File: config.mk
export PLATFORM = sky130hd
export DESIGN_NAME = calc_sequencer
export DESIGN_NICKNAME = d
export VERILOG_FILES = /design/src/rtl/calc_sequencer.sv
export SDC_FILE = /design/constraint.sdc
export NUM_CORES = 1
export LEC_CHECK = 0
export ABC_AREA = 0
export ABC_CLOCK_PERIOD_IN_PS = 6000
export BUFFER_PORTS_ARGS = -buffer_cell sky130_fd_sc_hd__buf_2
export CAP_MARGIN = 20
export CORE_ASPECT_RATIO = 2
export CORE_MARGIN = 5
export CORE_UTILIZATION = 52
export CTS_BUF_LIST = sky130_fd_sc_hd__clkbuf_4
export DETAILED_ROUTE_END_ITERATION = 8
export PLACE_DENSITY = 0.75
export RECOVER_POWER = 25
export SKIP_CTS_REPAIR_TIMING = 1
export SLEW_MARGIN = 40
export SYNTH_ARGS = -nofsm -noshare
export SYNTH_HDL_FRONTEND = slang
export SYNTH_SLANG_ARGS = --single-unit
export TNS_END_PERCENT = 5
File: constraint.sdc
create_clock -name clock -period 6 [get_ports clock]
set_clock_uncertainty 0.1 [all_clocks]
set_input_delay 0.3 -clock clock [delete_from_list [all_inputs] [get_ports clock]]
set_output_delay 0.3 -clock clock [all_outputs]
set_load 0.005 [all_outputs]
File: src/rtl/calc_sequencer.sv
// calc_sequencer: keypad command sequencer, 27-bit add/sub/shift-add
// multiply, double-dabble BCD conversion and 8-digit display scanner.
//
// Ports:
//   clock, reset   rising-edge clock, synchronous active-high reset
//   cmd[3:0]       0-9 digit, 10 ADD, 11 SUB, 12 MUL, 13 EQ, 14 CLR, 15 BKSP
//   cmd_valid      command offered; taken when cmd_valid && cmd_ready
//   cmd_ready      high in IDLE and ERR only
//   status[1:0]    00 BUSY, 01 ENTRY, 10 RESULT, 11 ERROR
//   data[3:0]      BCD digit at position (4'hE while in ERROR)
//   position[3:0]  scan index 0..7, bit 3 always 0
//
// Build option: define CALC_BKSP_EN to build the backspace (divide by 10)
// path; otherwise cmd 15 is accepted and ignored.

module calc_sequencer (
  input  logic       clock,
  input  logic       reset,
  input  logic [3:0] cmd,
  input  logic       cmd_valid,
  output logic       cmd_ready,
  output logic [1:0] status,
  output logic [3:0] data,
  output logic [3:0] position
);

  typedef enum logic [2:0] {
    S_IDLE, S_ALU, S_MUL, S_CONV, S_ERR
  } state_t;

  typedef enum logic [1:0] {
    OP_NONE, OP_ADD, OP_SUB, OP_MUL
  } op_t;

  localparam logic [1:0]  ST_BUSY   = 2'b00;
  localparam logic [1:0]  ST_ENTRY  = 2'b01;
  localparam logic [1:0]  ST_RESULT = 2'b10;
  localparam logic [1:0]  ST_ERROR  = 2'b11;
  localparam logic [26:0] ENTRY_LIM = 27'd10_000_000;
  localparam logic [53:0] RES_MAX   = 54'd99_999_999;
  localparam logic [4:0]  LAST_IT   = 5'd26;

  state_t      state;
  op_t         op;
  op_t         pend_op;
  op_t         new_op;
  logic [26:0] entry;
  logic [26:0] acc;
  logic [26:0] shown;
  logic [31:0] bcd;
  logic [53:0] prod;
  logic [53:0] mcand;
  logic [26:0] mplier;
  logic [31:0] dd_bcd;
  logic [31:0] dd_adj;
  logic [31:0] dd_next;
  logic [26:0] dd_bin;
  logic [4:0]  cnt;
  logic        chain;
  logic        res_pend;

  logic        accept;
  logic        is_dig;
  logic        is_op;
  logic        is_eq;
  logic        is_clr;
  logic [26:0] entry_dig;
  logic [26:0] op_base;
  logic [53:0] alu_res;
  logic        alu_err;
`ifdef CALC_BKSP_EN
  logic        is_bksp;
  logic [26:0] entry_div;

  assign is_bksp   = cmd == 4'd15;
  assign entry_div = entry / 27'd10;
`endif

  assign accept    = cmd_valid && cmd_ready;
  assign is_dig    = cmd <= 4'd9;
  assign is_op     = cmd >= 4'd10 && cmd <= 4'd12;
  assign is_eq     = cmd == 4'd13;
  assign is_clr    = cmd == 4'd14;
  assign entry_dig = entry * 27'd10 + {23'd0, cmd};
  // an operator pressed right after a result chains on that result
  assign op_base   = chain ? acc : entry;

  assign data = (status == ST_ERROR) ? 4'hE
              : bcd[{position[2:0], 2'b00} +: 4];

  always_comb begin
    new_op = OP_ADD;
    if (cmd == 4'd11) new_op = OP_SUB;
    else if (cmd == 4'd12) new_op = OP_MUL;
  end

  // SUB underflow wraps to a huge value, so the range check covers it
  always_comb begin
    alu_res = '0;
    case (op)
      OP_ADD:  alu_res = {27'd0, acc} + {27'd0, entry};
      OP_SUB:  alu_res = {27'd0, acc} - {27'd0, entry};
      OP_MUL:  alu_res = prod;
      default: alu_res = '0;
    endcase
    alu_err = alu_res > RES_MAX;
  end

  always_comb begin
    dd_adj = dd_bcd;
    for (int i = 0; i < 8; i++) begin
      if (dd_bcd[4*i +: 4] >= 4'd5)
        dd_adj[4*i +: 4] = dd_bcd[4*i +: 4] + 4'd3;
    end
    dd_next = {dd_adj[30:0], dd_bin[26]};
  end

  always_ff @(posedge clock) begin
    if (reset) begin
      state     <= S_IDLE;
      op        <= OP_NONE;
      pend_op   <= OP_NONE;
      entry     <= '0;
      acc       <= '0;
      shown     <= '0;
      bcd       <= '0;
      prod      <= '0;
      mcand     <= '0;
      mplier    <= '0;
      dd_bcd    <= '0;
      dd_bin    <= '0;
      cnt       <= '0;
      chain     <= 1'b0;
      res_pend  <= 1'b0;
      cmd_ready <= 1'b1;
      status    <= ST_ENTRY;
      position  <= '0;
    end else begin
      position <= {1'b0, position[2:0] + 3'd1};
      if (accept && is_clr) begin
        state     <= S_IDLE;
        op        <= OP_NONE;
        pend_op   <= OP_NONE;
        entry     <= '0;
        acc       <= '0;
        shown     <= '0;
        bcd       <= '0;
        chain     <= 1'b0;
        res_pend  <= 1'b0;
        cmd_ready <= 1'b1;
        status    <= ST_ENTRY;
      end else begin
        case (state)
          S_IDLE: begin
            if (accept) begin
              unique case (1'b1)
                is_dig: begin
                  if (entry < ENTRY_LIM) begin
                    entry  <= entry_dig;
                    shown  <= entry_dig;
                    dd_bin <= entry_dig;
                  end else begin
                    shown  <= entry;
                    dd_bin <= entry;
                  end
                  chain     <= 1'b0;
                  res_pend  <= 1'b0;
                  dd_bcd    <= '0;
                  cnt       <= '0;
                  state     <= S_CONV;
                  cmd_ready <= 1'b0;
                  status    <= ST_BUSY;
                end
                is_op: begin
                  chain     <= 1'b0;
                  res_pend  <= 1'b0;
                  pend_op   <= new_op;
                  cnt       <= '0;
                  cmd_ready <= 1'b0;
                  status    <= ST_BUSY;
                  if (op == OP_NONE) begin
                    acc    <= op_base;
                    shown  <= op_base;
                    dd_bin <= op_base;
                    dd_bcd <= '0;
                    op     <= new_op;
                    entry  <= '0;
                    state  <= S_CONV;
                  end else if (op == OP_MUL) begin
                    prod   <= '0;
                    mcand  <= {27'd0, acc};
                    mplier <= entry;
                    state  <= S_MUL;
                  end else begin
                    state  <= S_ALU;
                  end
                end
                is_eq: begin
                  chain     <= 1'b0;
                  res_pend  <= 1'b1;
                  pend_op   <= OP_NONE;
                  cnt       <= '0;
                  cmd_ready <= 1'b0;
                  status    <= ST_BUSY;
                  if (op == OP_NONE) begin
                    shown  <= entry;
                    dd_bin <= entry;
                    dd_bcd <= '0;
                    state  <= S_CONV;
                  end else if (op == OP_MUL) begin
                    prod   <= '0;
                    mcand  <= {27'd0, acc};
                    mplier <= entry;
                    state  <= S_MUL;
                  end else begin
                    state  <= S_ALU;
                  end
                end
`ifdef CALC_BKSP_EN
                is_bksp: begin
                  entry     <= entry_div;
                  shown     <= entry_div;
                  dd_bin    <= entry_div;
                  dd_bcd    <= '0;
                  chain     <= 1'b0;
                  res_pend  <= 1'b0;
                  cnt       <= '0;
                  state     <= S_CONV;
                  cmd_ready <= 1'b0;
                  status    <= ST_BUSY;
                end
`endif
                default: ;
              endcase
            end
          end
          S_ALU: begin
            if (alu_err) begin
              state     <= S_ERR;
              cmd_ready <= 1'b1;
              status    <= ST_ERROR;
            end else begin
              acc    <= alu_res[26:0];
              shown  <= alu_res[26:0];
              dd_bin <= alu_res[26:0];
              dd_bcd <= '0;
              op     <= pend_op;
              entry  <= '0;
              // EQ leaves op empty; remember acc holds a usable result
              chain  <= pend_op == OP_NONE;
              cnt    <= '0;
              state  <= S_CONV;
            end
          end
          S_MUL: begin
            if (mplier[0]) prod <= prod + mcand;
            mcand  <= mcand << 1;
            mplier <= mplier >> 1;
            cnt    <= cnt + 5'd1;
            // range check happens in S_ALU on the final product
            if (cnt == LAST_IT) state <= S_ALU;
          end
          S_CONV: begin
            dd_bcd <= dd_next;
            dd_bin <= dd_bin << 1;
            cnt    <= cnt + 5'd1;
            if (cnt == LAST_IT) begin
              bcd       <= dd_next;
              state     <= S_IDLE;
              cmd_ready <= 1'b1;
              status    <= res_pend ? ST_RESULT : ST_ENTRY;
            end
          end
          S_ERR: ;
          default: begin
            state     <= S_IDLE;
            cmd_ready <= 1'b1;
            status    <= ST_ENTRY;
          end
        endcase
      end
    end
  end

endmodule

* After elaboration in Yosys (flattened, before gate mapping) *
Index checks and enable logic that the tools add are counted.

word-level totals
  bits in registers = 301
  bits in latches = 0
  memory bits (writable) = 0
  ROM bits = 0
  bits of input ports = 7
  output and inout port bits = 11
  word-level logic and storage cells = 193
  memories = 0

operators by class
  add/sub/neg operators = 14
  $mul = 1
  div/mod/pow operators = 0
  magnitude comparators = 13
  equal/unequal tests = 31
  shift-type cells = 1
  mux-type cells = 81
  bitwise operators = 3
  reductions and logical operators = 31

operators with widths
  cell                                                             number
  2-to-1 mux 54 bit                                                9
  2-to-1 mux 27 bit                                                15
  one-hot mux 27 bit (2 select lines)                              4
  one-hot mux 54 bit (2 select lines)                              2
  one-hot mux 27 bit (3 select lines)                              2
  one-hot mux 54 bit (3 select lines)                              1
  2-to-1 mux 32 bit                                                3
  one-hot mux 32 bit (3 select lines)                              1
  one-hot mux 32 bit (2 select lines)                              1
  adder 54 bit                                                     1
  greater-than comparator 54 x 27 -> 1 bit, second input constant  1
  >= comparator 4 x 3 -> 1 bit, second input constant              8
  2-to-1 mux 4 bit                                                 8
  variable part select 32 x 6 -> 4 bit                             1
  adder 27 x 27 -> 28 bit                                          1
  adder 4 x 2 -> 4 bit, second input constant                      7
  subtractor 27 x 27 -> 28 bit                                     1
  adder 27 x 4 -> 27 bit                                           1
  less-than comparator 27 x 24 -> 1 bit, second input constant     1
  multiplier 27 x 3 -> 26 bit, second input constant               1
  2-to-1 mux 2 bit                                                 13
  AND reduction 5 bit                                              5
  inequality test 2 bit, second input constant                     12
  == test 4 bit, second input constant                             4
  36 further kinds                                                 72

* Longest topological paths before layout *
  word-level depth = 7
  depth in mapped cells = 20

* Worst setup path before layout *
Ideal clock, no wire load.

  kind = reg-to-reg
  from = register entry[7]
  to = register acc[3]
  arrival time = 4.120 ns
  required time = 5.784 ns
  slack = 1.664 ns
  cell stages (with the launch flop) = 18
  cells stage by stage = dfxtp_1 -> inv_1 -> ha_1 -> buf_6 -> or4_1 -> nor4_2 -> o21ai_1 -> a31oi_1 -> o21ai_1 -> or4b_1 -> a31oi_1 -> or4_1 -> nand4_2 -> o31a_1 -> a211o_1 -> buf_4 -> or3_1 -> o211a_1

between the ends
  cells in the longest elaborated chain, start to end = 5
  elaborated cells on any way between the ends = 6

RTL lines
  item                                                                     RTL line  RTL
  from (decl)                                                              47        logic [26:0] entry;
  from (signal assigned)                                                   159       entry <= entry_dig;
  subtractor 27 x 27 -> 28 bit or adder 27 x 27 -> 28 bit (tied branches)  102, 101
  one-hot mux 54 bit (3 select lines) *                                    100       case (op)
  greater-than comparator 54 x 27 -> 1 bit *                               106       alu_err = alu_res > RES_MAX;
  inequality test 2 bit (no source line) *                                 -
  AND reduction 5 bit (no source line) *                                   -
  to (signal assigned)                                                     182       acc <= op_base;
  to (signal assigned)                                                     243       acc <= alu_res[26:0];
  to (decl)                                                                48        logic [26:0] acc;

Mark *: on every way between the ends. The rest lies on a longest branch, timed or not.
A chain may end at the register's enable or synchronous reset.

* Worst setup path after layout *
  from = register entry[12]
  to = register dd_bin[16]

between the ends
  cells in the longest elaborated chain, start to end = 6
  elaborated cells on any way between the ends = 14

RTL lines
  item                                 RTL line  RTL
  multiplier 27 x 3 -> 26 bit          84        assign entry_dig = entry * 27'd10 + {23'd0, cmd};
  adder 27 x 4 -> 27 bit               84
  2-to-1 mux 27 bit                    -
  one-hot mux 27 bit (3 select lines)  156       unique case (1'b1)
  2-to-1 mux 27 bit                    155       if (accept) begin
  one-hot mux 27 bit (3 select lines)  153       case (state)
  to (signal assigned)                 161       dd_bin <= entry_dig;
  to (signal assigned)                 164       dd_bin <= entry;
  to (signal assigned)                 184       dd_bin <= op_base;
  to (decl)                            57        logic [26:0] dd_bin;

Parallel ways exist; a longest one is shown, timed or not. The select of a mux whose other input is x is not followed.

==> out/results.txt <==
Failing checks -> capacitance limit, slew limit
FF+latch count, synth -> 300
DIE WIDTH -> 157 µm
CTS tree -> built
Relative slew margins -> -67.4%
Clk slew on worst S/H paths -> 0.07 ns
Sequential fraction of the synthesis area -> 26.9%
Endpoints failing hold -> 0
Final Setup Violations -> 0
Crit Path Category -> register to register
CP max-delay cell -> a2111oi_1
Vias per std cell -> 6.70
Min-Delay Path Class -> input port to register
GRT overflow -> 0
Worst path depth -> 17
Unrepaired setup endpoints after global routing -> no
First-pass DRT Iterations -> 6
Clk Tree Root Cell -> clkbuf_4
Fmax -> 173 MHz
Post-synth EDFFs -> 0
Final period util -> 96.2%
Post-DP HPWL -> 67.2 mm
CTS sink count -> 300
PwrDens -> 327 nW/µm²
FFs w/ async S/R, synth -> 0%
Die area -> 47400 µm²
H-tree depth -> 3
GP Congestion -> 1.04
Cell area after placement -> 23200 µm²
Initial antenna violation count -> 2
Most frequent cell on the critical path -> nor3b_1
CTS Buf Count -> 76
Starting density of the core -> 52.4%
Later-pin clock latency in the skew report -> 0.90 ns
CP startpoint -> entry[12]
Syn Inst Count -> 2902
Top cells by area, synth -> dfxtp_1, ha_1, a21oi_1, nand2_1, nor2_1
Post-synth cell types -> 92
Core area -> 42600 µm²
Die height -> 303 µm
DRC Markers -> 0
Finished Cell Area -> 24100 µm²
Required time worst endpoint -> 6.59 ns
Gr usage total -> 36.7%
Mapped cell area -> 22300 µm²
IO buf count -> 16
Most frequent cell after synthesis -> nand2_1
RR Startpoint -> entry[12]
Post-synth top cells -> nand2_1, dfxtp_1, nor2_1
Buf/Inv on CP -> 3
End point of the critical path -> dd_bin[16]
Endpoint type of the worst setup path -> register
Share of the synthesized area in the top cell type -> 26.9%
Slew Limit Fails -> 243
Io pins -> 18
Layout area overhead -> 7.81%
Post-synthesis net count -> 3093
Nets -> 3100
Arrival @ worst endpoint -> 6.36 ns
Peak VDD IR -> 0.000238 V
Number of antenna-violating nets in the routed design -> 0
Max Root-Sink Buffers -> 3
Drt total wl -> 89.1 mm
Vias in the first global route -> 23900
Setup TNS -> 0 ns
Main synth FF type -> dfxtp_1
Status -> finished, violations left
WHS -> 0.00406 ns
Largest net degree at the start of global routing -> 134
End of the worst register-to-register path -> dd_bin[16]
Leading area contributor after synthesis -> dfxtp_1
Syn Area/Cell -> 7.69 µm²
R2r setup slk -> 0.23 ns
Leakage -> 9.48 nW
DRT iter0 DRCs -> 1915
First-pass GRT wire length -> 135 mm
Total of max-cap violations -> 4
Max incr delay on CP -> 0.62 ns
Row cnt -> 107
Yosys Warn Count -> 0
Vias -> 23500
CP Max Fanout -> 97
Minimum clock period -> 5.77 ns
Routed length per instance -> 25.4 µm
Least-Margin Pin Slew -> 2.51 ns
CP cell instances -> inv_1 > ha_2 > nand3_1 > nor3_1 > o21ai_1 > a2111oi_1 > buf_4 > nor2_1 > mux2i_1 > o2111ai_1 > nor3b_1 > nand4_2 > or2_1 > a31oi_4 > buf_12 > o211ai_1 > nor3b_1
Share of cells above drive strength 1 -> 8.62%
Worst r2r path cells -> 17
Worst Setup Start Kind -> register
Top delay family on crit path -> simple AND/OR/NAND/NOR gates
[through the flow]
step	util [%]	total power, W	instances	setup WS [ns]
finish	56.5	0.00788	3507	0.225
global route	56.5	0.00822	3505	0.0665
CTS	56.5	0.00775	3498	0.239
detailed placement	54.5	0.00605	3370	0.213
global placement	54.2	0.00595	3366	0.121
floorplan	-	0.00478	2902	1.66
[sequential cells by signal, summed over array words and instances, names as in the netlist, 3 cells and up]
name	cells
entry	27
dd_bcd	32
bcd	32
acc	27
cnt	5
state	3
position	3
prod	54
dd_bin	27
mcand	54
mplier	27
[per-layer routing]
layer / up-vias / GRT usage (%) / routed length, µm
li1: 10700 / - / -
met1: 11000 / 33.9 / 28100
met2: 1181 / 66.4 / 45300
met3: 526 / 6.67 / 5580
met4: 0 / 34.2 / 10100
met5: - / 0 / 0
[logic make-up after synthesis]
logic type | Yosys count | share of synthesized area, %
other | 1 | 0.0168
and+or+nand+nor | 1041 | 21.8
muxes | 42 | 2.36
buffers and inverters | 281 | 4.92
xor gates and xnor gates | 132 | 5.18
DFF | 300 | 26.9
adders and majority gates | 184 | 10.5
AOI/OAI and AO/OA | 921 | 28.4
[worst min-delay path by stage]
stage | to | cells after the start | startpoint
final | op[0] | 4 | cmd[2]
after global routing | op[0] | 4 | cmd[2]
after CTS | entry[0] | 3 | cmd[0]
after detailed placement | bcd[26] | 2 | bcd[26]
after global placement | bcd[26] | 2 | bcd[26]
after floorplan | mplier[26] | 2 | mplier[26]
[cells in the final DEF (no fill, tap or decap), types with 23 or more instances in the layout]
cell type / synthesis / final
nor3_1: 81 / 80
nor2b_1: 32 / 32
nand2_1: 321 / 321
buf_4: 2 / 80
a311oi_1: 61 / 61
a21o_1: 56 / 56
clkinv_1: 2 / 23
xor2_1: 33 / 33
ha_1: 179 / 177
mux2i_1: 28 / 28
nor2_1: 297 / 289
clkbuf_4: 0 / 99
dfxtp_1: 300 / 299
xnor2_1: 99 / 99
nor3b_1: 25 / 25
a21oi_1: 263 / 263
a22oi_1: 44 / 44
o21ai_0: 107 / 106
a211oi_1: 73 / 72
nand2b_1: 49 / 49
nand3_1: 103 / 103
a31oi_1: 37 / 37
inv_1: 95 / 95
[area by class of cell]
class / count / area (µm²)
inverter: 98 / 368
timing repair buffer: 112 / 842
clock inverter: 30 / 134
multi-input combinational: 2321 / 15300
antenna: 3 / 7.51
tap: 545 / 682
clock buffer: 98 / 736
sequential: 300 / 6010
fill: 4104 / 18500
[worst reg2reg max path, cell delays in order, from the launching register on]
cell and delay [ns]:
dfxtp_1 0.57, inv_1 0.18, ha_2 0.53, nand3_1 0.32
nor3_1 0.46, o21ai_1 0.27, a2111oi_1 0.62, buf_4 0.22
nor2_1 0.11, mux2i_1 0.15, o2111ai_1 0.20, nor3b_1 0.30
nand4_2 0.20, or2_1 0.38, a31oi_4 0.25, buf_12 0.35
o211ai_1 0.25, nor3b_1 0.17
[power by group]
| part | total (W) | internal, W | switching, W |
|---|---|---|---|
| logic | 0.00370 | 0.00116 | 0.00254 |
| clock network | 0.00171 | 0.000769 | 0.000946 |
| registers | 0.00246 | 0.00223 | 0.000228 |
(Power assumes the default switching activity.)
